$ cat src/rtl/pipeline_pkg.sv
// +--------------------------------------------------------------------------+
// | pipeline_pkg: state encoding and register constants shared by the         |
// | hazard controller and the forwarding unit. Revision 1.0                   |
// +--------------------------------------------------------------------------+
`default_nettype none

package pipeline_pkg;

    typedef enum logic {
        RUN    = 1'b0,
        MDBUSY = 1'b1
    } state_t;

    localparam logic [4:0] REG_ZERO = 5'd0;

endpackage

`default_nettype wire

$ cat src/rtl/sat_counter.sv
// +--------------------------------------------------------------------------+
// | sat_counter: event counter that sticks at its all-ones maximum.           |
// | Revision 1.0                                                              |
// +--------------------------------------------------------------------------+
`default_nettype none

module sat_counter #(
    parameter int W = 16
) (
    input  logic         clk,
    input  logic         rst_n,
    input  logic         inc,
    output logic [W-1:0] count
);

    always_ff @(posedge clk or negedge rst_n) begin
        if (!rst_n) begin
            count <= '0;
        end else if (inc && (count != {W{1'b1}})) begin
            count <= count + 1'b1;
        end
    end

endmodule

`default_nettype wire

$ cat src/rtl/hazard_stall_ctrl.sv
// +--------------------------------------------------------------------------+
// | hazard_stall_ctrl: load-use stall, taken-branch squash and mult/div EX    |
// | occupancy control for the 5-stage pipeline, with perf counters.           |
// | Revision 1.0                                                              |
// +--------------------------------------------------------------------------+
`default_nettype none

module hazard_stall_ctrl
    import pipeline_pkg::*;
#(
    parameter int MULDIV_LATENCY = 4,
    parameter int CNT_W          = 16
) (
    input  logic             clk,
    input  logic             rst_n,
    input  logic [4:0]       ID_RegisterRs,
    input  logic [4:0]       ID_RegisterRt,
    input  logic             ID_UsesRs,
    input  logic             ID_UsesRt,
    input  logic             EX_MemRead,
    input  logic [4:0]       EX_Write_register,
    input  logic             EX_BranchTaken,
    input  logic             EX_MulDivStart,
    output logic             PC_Write,
    output logic             IF_ID_Write,
    output logic             IF_ID_Flush,
    output logic             ID_EX_Write,
    output logic             ID_EX_Flush,
    output logic             EX_MEM_Bubble,
    output logic             MulDivDone,
    output logic [CNT_W-1:0] Stall_Count,
    output logic [CNT_W-1:0] Flush_Count
);

    localparam int             REM_W        = 5;
    localparam logic [REM_W-1:0] REM_INIT   = REM_W'(MULDIV_LATENCY - 1);
    localparam bit             SINGLE_CYCLE = (MULDIV_LATENCY == 1);

    state_t           state;
    state_t           state_nxt;
    logic [REM_W-1:0] rem;
    logic [REM_W-1:0] rem_nxt;
    logic             load_use;
    logic             flush_event;

    assign load_use = EX_MemRead && (EX_Write_register != REG_ZERO) &&
                      ((ID_UsesRs && (EX_Write_register == ID_RegisterRs)) ||
                       (ID_UsesRt && (EX_Write_register == ID_RegisterRt)));

    // Outputs are gated by rst_n so the pipeline runs freely while in reset,
    // whatever the inputs happen to be.
    always_comb begin
        PC_Write      = 1'b1;
        IF_ID_Write   = 1'b1;
        IF_ID_Flush   = 1'b0;
        ID_EX_Write   = 1'b1;
        ID_EX_Flush   = 1'b0;
        EX_MEM_Bubble = 1'b0;
        MulDivDone    = 1'b0;
        flush_event   = 1'b0;
        state_nxt     = state;
        rem_nxt       = rem;
        if (rst_n) begin
            case (state)
                RUN: begin
                    if (EX_BranchTaken) begin
                        IF_ID_Flush = 1'b1;
                        ID_EX_Flush = 1'b1;
                        flush_event = 1'b1;
                    end else if (EX_MulDivStart) begin
                        if (SINGLE_CYCLE) begin
                            MulDivDone = 1'b1;
                        end else begin
                            PC_Write      = 1'b0;
                            IF_ID_Write   = 1'b0;
                            ID_EX_Write   = 1'b0;
                            EX_MEM_Bubble = 1'b1;
                            rem_nxt       = REM_INIT;
                            state_nxt     = MDBUSY;
                        end
                    end else if (load_use) begin
                        PC_Write    = 1'b0;
                        IF_ID_Write = 1'b0;
                        ID_EX_Flush = 1'b1;
                    end
                end
                MDBUSY: begin
                    // The held EX instruction keeps EX_MulDivStart high; it
                    // must not restart the sequence, so all events are ignored.
                    if (rem > REM_W'(1)) begin
                        PC_Write      = 1'b0;
                        IF_ID_Write   = 1'b0;
                        ID_EX_Write   = 1'b0;
                        EX_MEM_Bubble = 1'b1;
                        rem_nxt       = rem - 1'b1;
                    end else begin
                        MulDivDone = 1'b1;
                        rem_nxt    = '0;
                        state_nxt  = RUN;
                    end
                end
                default: begin
                    state_nxt = RUN;
                    rem_nxt   = '0;
                end
            endcase
        end
    end

    always_ff @(posedge clk or negedge rst_n) begin
        if (!rst_n) begin
            state <= RUN;
            rem   <= '0;
        end else begin
            state <= state_nxt;
            rem   <= rem_nxt;
        end
    end

    sat_counter #(.W(CNT_W)) u_stall_cnt (
        .clk   (clk),
        .rst_n (rst_n),
        .inc   (!PC_Write),
        .count (Stall_Count)
    );

    sat_counter #(.W(CNT_W)) u_flush_cnt (
        .clk   (clk),
        .rst_n (rst_n),
        .inc   (flush_event),
        .count (Flush_Count)
    );

endmodule

`default_nettype wire

$ cat config.mk
export PLATFORM = sky130hd
export DESIGN_NAME = hazard_stall_ctrl
export DESIGN_NICKNAME = d
export VERILOG_FILES = /design/src/rtl/pipeline_pkg.sv /design/src/rtl/sat_counter.sv /design/src/rtl/hazard_stall_ctrl.sv
export SDC_FILE = /design/constraint.sdc
export NUM_CORES = 1
export LEC_CHECK = 0
export BUFFER_PORTS_ARGS = -buffer_cell sky130_fd_sc_hd__buf_2
export CORE_MARGIN = 2
export CORE_UTILIZATION = 53
export CTS_CLUSTER_SIZE = 40
export DETAILED_ROUTE_END_ITERATION = 8
export GPL_TIMING_DRIVEN = 0
export HOLD_SLACK_MARGIN = 0.1
export PLACE_DENSITY_LB_ADDON = 0.08
export SLEW_MARGIN = 20
export SYNTH_ARGS = -nofsm -noshare
export SYNTH_HDL_FRONTEND = slang
export SYNTH_SLANG_ARGS = --single-unit
$ cat constraint.sdc
create_clock -name clk -period 4.4 [get_ports clk]
set_clock_uncertainty 0.15 [all_clocks]
set_input_delay 0.22 -clock clk [delete_from_list [all_inputs] [get_ports clk]]
set_output_delay 0.22 -clock clk [all_outputs]
set_load 0.05 [all_outputs]
==> summary.md, run 1 <==
| Metric | Value |
|---|---|
| Mapped Area | 2110 um^2 |
| Final WL | 4100 um |
| Via-per-instance ratio | 5.18 |
| Leakage | 1.32 nW |
| Die area | 4510 um^2 |
| Post-synth EDFFs | 0 |
| Buf/Inv on CP | 2 |
| Worst Setup Start Kind | primary input |
| Final setup viols | 0 |
| Antenna cell count | 0 |
| DRC | 0 |
| Multi-input gate area | 1090 um^2 |
| Routed len/inst | 12.6 um |
| GPL Wtd Cong | 0.766 |
| Post-cts sizing count | 0 |
| Clock Tree Buf Depth | 2 |
| Total congestion overflow | 0 |
| Max-slew violation count | 0 |
| Synthesized Nets | 235 |
| Largest net degree at the start of global routing | 47 |
| Ports | 61 |
| Cells after synthesis | 209 |
| CP Cell Sequence | dlygate4sd3_1 -> buf_2 -> nand3_1 -> a31oi_2 -> nand4_2 -> nor4_1 -> xor2_1 |
| CP top delay family | buffers and inverters |
| Most frequent cells in the layout | 60 x buf_2, 38 x dfrtp_1, 23 x xnor2_1 |
| RSZ-0062 raised after global routing | no |
| Sequential area share after synthesis | 0.450 |
| Die H | 67.1 um |
| First-pass GRT wire length | 6820 um |
| Worst skew pair latency | 290 ps |
| Layout cells sized above 1 | 0.320 |
| Fill cells | 316 |
| Core ar. | 3740 um^2 |
| Die Wd | 67.1 um |
| Crit Path Category | in2reg |
| Relative slew slack | 0.353 |
| All-Layer GR Usage | 0.202 |
| PD cells | 507 nW/um^2 |
| Crit path required time | 4470 ps |
| TritonCTS Buffers | 5 |
| Buffers on Ports | 60 |
| Yosys warnings | 0 |
| Vias in the first global route | 1557 |
| Rows | 22 |
| Setup repair bufs after CTS | 0 |
| Worst path slowest cell | buf_2 |
| Initial antenna violation count | 0 |
| Starting Density | 0.565 |
| CP Max Fanout | 46 |
| Mean area per synthesized cell | 10.1 um^2 |
| Period minus WS final | 2740 ps |
| Worst hold path class | in2reg |
| Final Cycle Share | 0.623 |
| CTS Hold Bufs | 1 |
| TritonCTS Sinks | 38 |
| Critical Path AT | 2810 ps |
| Setup TNS | 0 ps |
| Via count | 1690 |
| Async S/R FF share, synth | 1.00 |
| Main synth FF type | dfrtp_1 |
| Root Buffer | clkbuf_8 |
| # nets final | 303 |
| Fmax | 0.365 GHz |
| Initial DRC count | 77 |
| Max-Cap Viols | 0 |
| Critical Path Sink Type | flop |
| Worst Max-Slew Pin Slew | 971 ps |
| H-tree lvl count | 2 |
| Final ANT Viol Nets | 0 |
| #FFs+latches synth | 38 |
| CP peak stage delay | 740 ps |
| Reg area | 951 um^2 |
| Synth cell types | 37 |
| Status | finished, final reports clean |
| Worst ir drop on vdd | 416 uV |
| Area Overhead vs Synth | 24.3% |
| WHS | 140 ps |
| TritonCTS clock tree | yes |
| Clk slew on worst S/H paths | 70 ps |
| Total iterations of the first detailed-routing run | 4 |
| Hpwl dp | 3120 um |
| Final hold vios | 0 |
| Commonest non-fill, non-tap cell in the layout | buf_2 |
==> worst reg2reg max path, stage by stage, from the launching register on <==
cell and delay [ps]:
dfrtp_1 370, inv_1 80, ha_1 170, o21ba_2 260, o311ai_4 140, a221oi_2 280, nand2_1 110, buf_4 180
nor3_1 210, xor2_1 160
==> per-stage QoR <==
stage	cell area, um^2	power, W	setup WS (ps)	std cells	utilization
floorplan	2110	0.000857	1730	209	-
global placement	2470	0.000968	1820	317	0.661
detailed placement	2470	0.000976	1790	317	0.661
CTS	2630	0.00134	1580	326	0.702
global route	2630	0.00141	1240	326	0.702
finish	2630	0.00133	1660	326	0.702
==> cell usage after synthesis (all sizes together) (2+ instances only) <==
cell	n	area, um^2
xnor2	23	201
ha	4	50.1
or3	2	22.5
nor3	13	65.1
nor2	20	75.1
dfrtp	38	951
nand4	8	68.8
and3	2	12.5
xor2	19	166
buf	3	22.5
nor3b	2	20.0
a21oi	5	28.8
inv	13	48.8
nand2	18	67.6
mux2	3	33.8
nand3	11	55.1
o21ai	4	20.0
nor4	6	56.3
==> metal layers <==
layer  up-vias  share of wire  track usage  routed length [um]
met5         -              0            0                   0
met4         0         0.0044       0.0612                  18
met2        51           0.48        0.343                1960
met3         2          0.067       0.0633                 273
li1        847              -            -                   -
met1       790           0.45        0.246                1850
==> power by group <==
group	internal [W]	switching [W]	total, W
combinational	0.000149	0.000339	0.000488
clock	0.000242	0.000122	0.000363
sequential	0.000410	0.0000690	0.000479
==> final timing paths <==
path | to | depth (start not counted) | start | slack [ps]
hold reg to reg | u_stall_cnt.count[10] | 1 | u_stall_cnt.count[10] | 360
hold / removal | state | 3 | EX_MulDivStart | 140
min in group asynchronous | state | 2 | rst_n | 460
setup reg to reg | u_stall_cnt.count[5] | 9 | rem[1] | 2220
max in group asynchronous | u_stall_cnt.count[12] | 2 | rst_n | 3020
setup / recovery | u_flush_cnt.count[11] | 7 | rst_n | 1660
==> cells by family after synthesis <==
| kind of cell | share of synthesized area |
|---|---|
| muxes | 0.0160 |
| DFF | 0.450 |
| buffers and inverters | 0.0337 |
| xor gates and xnor gates | 0.174 |
| and+or+nand+nor | 0.222 |
| AOI/OAI and AO/OA | 0.0805 |
| adders and majority gates | 0.0237 |
==> flip-flops by register name (all words and copies together) (netlist names) <==
signal / flops
u_stall_cnt.count: 16
u_flush_cnt.count: 16
rem: 5
state: 1
==> final cells by class <==
class / instances / area share
Buffer: 3 / 0.00858
Clock buffer: 6 / 0.0314
Clock inverter: 2 / 0.0229
Inverter: 13 / 0.0186
Multi-Input combinational cell: 155 / 0.415
Sequential cell: 38 / 0.362
Tap cell: 48 / 0.0229
Timing Repair Buffer: 61 / 0.118
No activity file was read; power rests on OpenSTA's default activity.
==> run 2, diff against run 1 <==
--- a/config.mk
+++ b/config.mk
@@ -5,6 +5,7 @@
 export SDC_FILE = /design/constraint.sdc
 export NUM_CORES = 1
 export LEC_CHECK = 0
+export ABC_AREA = 1
 export BUFFER_PORTS_ARGS = -buffer_cell sky130_fd_sc_hd__buf_2
 export CORE_MARGIN = 2
 export CORE_UTILIZATION = 53
==> constraint.sdc (replaced) <==
create_clock -name clk -period 2.6 [get_ports clk]
set_clock_uncertainty 0.15 [all_clocks]
set_input_delay 0.13 -clock clk [delete_from_list [all_inputs] [get_ports clk]]
set_output_delay 0.13 -clock clk [all_outputs]
set_load 0.05 [all_outputs]
==> summary.md, run 2 <==
| Metric | Value |
|---|---|
| Status | finished, final reports clean |
| Mapped Area | 2460 um^2 (+16%) |
| Final core utilization | 0.678 (-0.0235) |
| Worst Max-Slew Pin Slew | 367 ps (-605 ps) |
| Min-delay src | EX_MulDivStart |
| Worst Setup Start Kind | flop |
| Post-synth EDFFs | 0 (unchanged) |
| Cells after synthesis | 340 (+63%) |
| Crit Path Category | reg2out |
| Ports | 61 (unchanged) |
| Final ANT Viol Nets | 0 (unchanged) |
| Synth top area share | 0.387 (-0.0628) |
| Period minus WS final | 2370 ps |
| Hpwl dp | 3990 um (+28%) |
| Final setup viols | 0 (unchanged) |
| Final hold vios | 0 (unchanged) |
| Register share of total power | 0.351 (-0.009) |
| All-Layer GR Usage | 0.239 (+0.0366) |
| Max-Cap Viols | 0 (unchanged) |
| Commonest non-fill, non-tap cell in the layout | nand2_1 |
| Root Buffer | clkbuf_8 |
| Routed len/inst | 11.6 um (-7.4%) |
| Critical path origin | rem[1] |
| Power share of the clock group | 0.269 (-0.004) |
| Fmax | 0.423 GHz |
| Area Overhead vs Synth | 21.9% |
| Sequential area share after synthesis | 0.387 (-0.0628) |
| Clock Tree Buf Depth | 2 (unchanged) |
| TritonCTS Buffers | 5 (unchanged) |
| Combinational share of power | 0.379 (+0.012) |
| DRC | 0 (unchanged) |
| Yosys warnings | 0 (unchanged) |
| #FFs+latches synth | 38 (unchanged) |
| Commonest cells in the netlist | 111 x nand2_1, 45 x inv_1, 42 x nor2_1 |
| Multi-input gate area | 1270 um^2 (+17%) |
| Power, Total | 0.00232 W (+74%) |
| Synth cell types | 26 (-30%) |
| Met3 Use GR | 0.0486 (-0.0147) |
| Initial antenna violation count | 0 (unchanged) |
| Initial DRC count | 101 (+31%) |
| Vias in the first global route | 2309 (+48%) |
| Worst skew pair latency | 290 ps (about the same) |
| Die H | 72.1 um (+7.3%) |
| Largest regs | u_flush_cnt.count (16), u_stall_cnt.count (16), rem (5) |
| TritonCTS clock tree | yes |
| Relative slew slack | 0.755 (+0.402) |
| Starting Density | 0.556 (-0.00810) |
| Setup TNS | 0 ps (unchanged) |
| WHS | 128 ps (-12.6 ps) |
| Main synth FF type | dfrtp_1 |
| Leakage | 1.73 nW (+31%) |
| Crit path required time | 2320 ps (-2150 ps) |
| Antenna cell count | 0 (unchanged) |
| Count leader, synth | nand2_1 |
| Die Wd | 72.1 um (+7.3%) |
| H-tree lvl count | 2 (unchanged) |
| Layout cells sized above 1 | 0.205 (-0.115) |
| Critical Path AT | 2090 ps (-720 ps) |
| Worst ir drop on vdd | 658 uV (+58%) |
| Largest net degree at the start of global routing | 39 (-17%) |
| Die area | 5190 um^2 (+15%) |
| Core ar. | 4410 um^2 (+18%) |
| Pint | 0.00135 W (+69%) |
| Synthesized Nets | 366 (+56%) |
| Fill cells | 424 (+34%) |
| Buffers on Ports | 60 (unchanged) |
| GRT met1 Usage | 0.296 (+0.0500) |
| Max-slew violation count | 0 (unchanged) |
| P_sw | 0.000965 W (+82%) |
| PD cells | 775 nW/um^2 (+53%) |
| Sw Ratio | 0.416 (+0.0178) |
| Async S/R FF share, synth | 1.00 (unchanged) |
| Total iterations of the first detailed-routing run | 4 (unchanged) |
| Final Cycle Share | 0.910 |
| Final WL | 5360 um (+31%) |
| First-pass GRT wire length | 9850 um (+44%) |
| Reg area | 951 um^2 (unchanged) |
| Pre-CTS setup slack | 344 ps (-1450 ps) |
| Met2 Track Usage GR | 0.414 (+0.0710) |
| Rows | 24 (+9.1%) |
| Critical Path Sink Type | output pin |
| Via count | 2330 (+38%) |
| Clk slew on worst S/H paths | 70 ps (about the same) |
| Most frequent cells in the layout | 111 x nand2_1, 60 x buf_2, 44 x inv_1 |
| TritonCTS Sinks | 38 (unchanged) |
| FF-to-FF Start | u_stall_cnt.count[0] |
| Worst hold path class | in2reg |
| Mean area per synthesized cell | 7.22 um^2 (-29%) |
| GPL Wtd Cong | 0.932 (+22%) |
| Total congestion overflow | 0 (unchanged) |
| Leading area contributor after synthesis | dfrtp_1 |
| RSZ-0062 raised after global routing | no |
| Via-per-instance ratio | 5.05 (-2.5%) |
| Busiest layer in global routing | met2 |
| # nets final | 434 (+43%) |
| CP Max Fanout | 19 (-59%) |
| Setup ws final | 235 ps (-1430 ps) |
| Synth area leaders | dfrtp_1 39%, nand2_1 17%, inv_1 6.9% |
run 2: cell types whose count changed after synthesis, sizes merged, moves of 3 or more:
cell   before  now
nor4        6    0
inv        13   47
mux2        3    0
nand2      18  112
nor3       13    4
a21oi       5    0
xnor2      23   13
nand3      11   28
xor2       19   14
buf         3    7
nand4       8   20
nor2       20   43
run 2: final timing paths:
check	end	slack, ps	cells past startpoint
max	EX_MEM_Bubble	230	12
min	state	130	5
max reg2reg	u_stall_cnt.count[13]	630	7
min reg2reg	u_flush_cnt.count[7]	370	1
max in group asynchronous	u_flush_cnt.count[2]	1820	3
min in group asynchronous	rem[1]	280	3
run 2: area by class of cell:
| cell class | instances | share of cell area |
|---|---|---|
| Clock buffer | 6 | 0.0276 |
| Inverter | 47 | 0.0589 |
| Buffer | 6 | 0.0167 |
| Timing Repair Buffer | 62 | 0.111 |
| Multi-Input combinational cell | 248 | 0.426 |
| Clock inverter | 2 | 0.0201 |
| Tap cell | 52 | 0.0217 |
| Sequential cell | 38 | 0.318 |
run 2: through the flow:
step	instances	instance area, um^2
2_1_floorplan	340	2460
3_3_place_gp	452	2820
3_5_place_dp	452	2820
4_1_cts	462	2990
5_1_grt	461	2990
6_report	461	2990
run 2: kinds of logic (layout without fill, tap and decap cells):
| family | Yosys count | count (layout) | synth area share |
|---|---|---|---|
| AO/OA/AOI/OAI | 9 | 9 | 0.0224 |
| XOR/XNOR | 27 | 27 | 0.0963 |
| adder cells (fa/ha/maj) | 4 | 4 | 0.0204 |
| buffers and inverters | 54 | 123 | 0.0937 |
| flip-flops | 38 | 38 | 0.387 |
| AND/OR/NAND/NOR | 208 | 208 | 0.380 |
run 2: worst max-delay path, stage by stage (launching register included):
cell and delay, ps:
dfrtp_1 350, inv_1 80, ha_1 170, o21bai_1 150
nand3_1 90, inv_1 60, nand2_1 80, nand3_1 90
inv_2 90, buf_6 180, nand2_1 120, inv_1 80
buf_2 260
run 2: power by group through the flow:
stage | clock network, W | registers (W) | logic [W]
5_1_grt | 0.000658 | 0.000831 | 0.000967
2_1_floorplan | 0 | 0.00103 | 0.000447
6_report | 0.000624 | 0.000815 | 0.000880
3_3_place_gp | 0 | 0.000819 | 0.000859
3_5_place_dp | 0 | 0.000824 | 0.000876
4_1_cts | 0.000632 | 0.000815 | 0.000886
run 2: routing by layer:
metal / wire length (um) / part of all wire / vias up
li1: - / - / 1204
met1: 2390 / 0.45 / 1080
met2: 2690 / 0.50 / 41
met3: 218 / 0.041 / 5
met4: 59 / 0.011 / 0
met5: 0 / 0 / -
run 2: what timing repair did:
item	4_1_cts	5_1_grt
hold endpoints to repair	38	0
hold buffers	2	0
gates resized for setup	0	3
buffers inserted	0	0
endpoints found under the setup margin	0	1
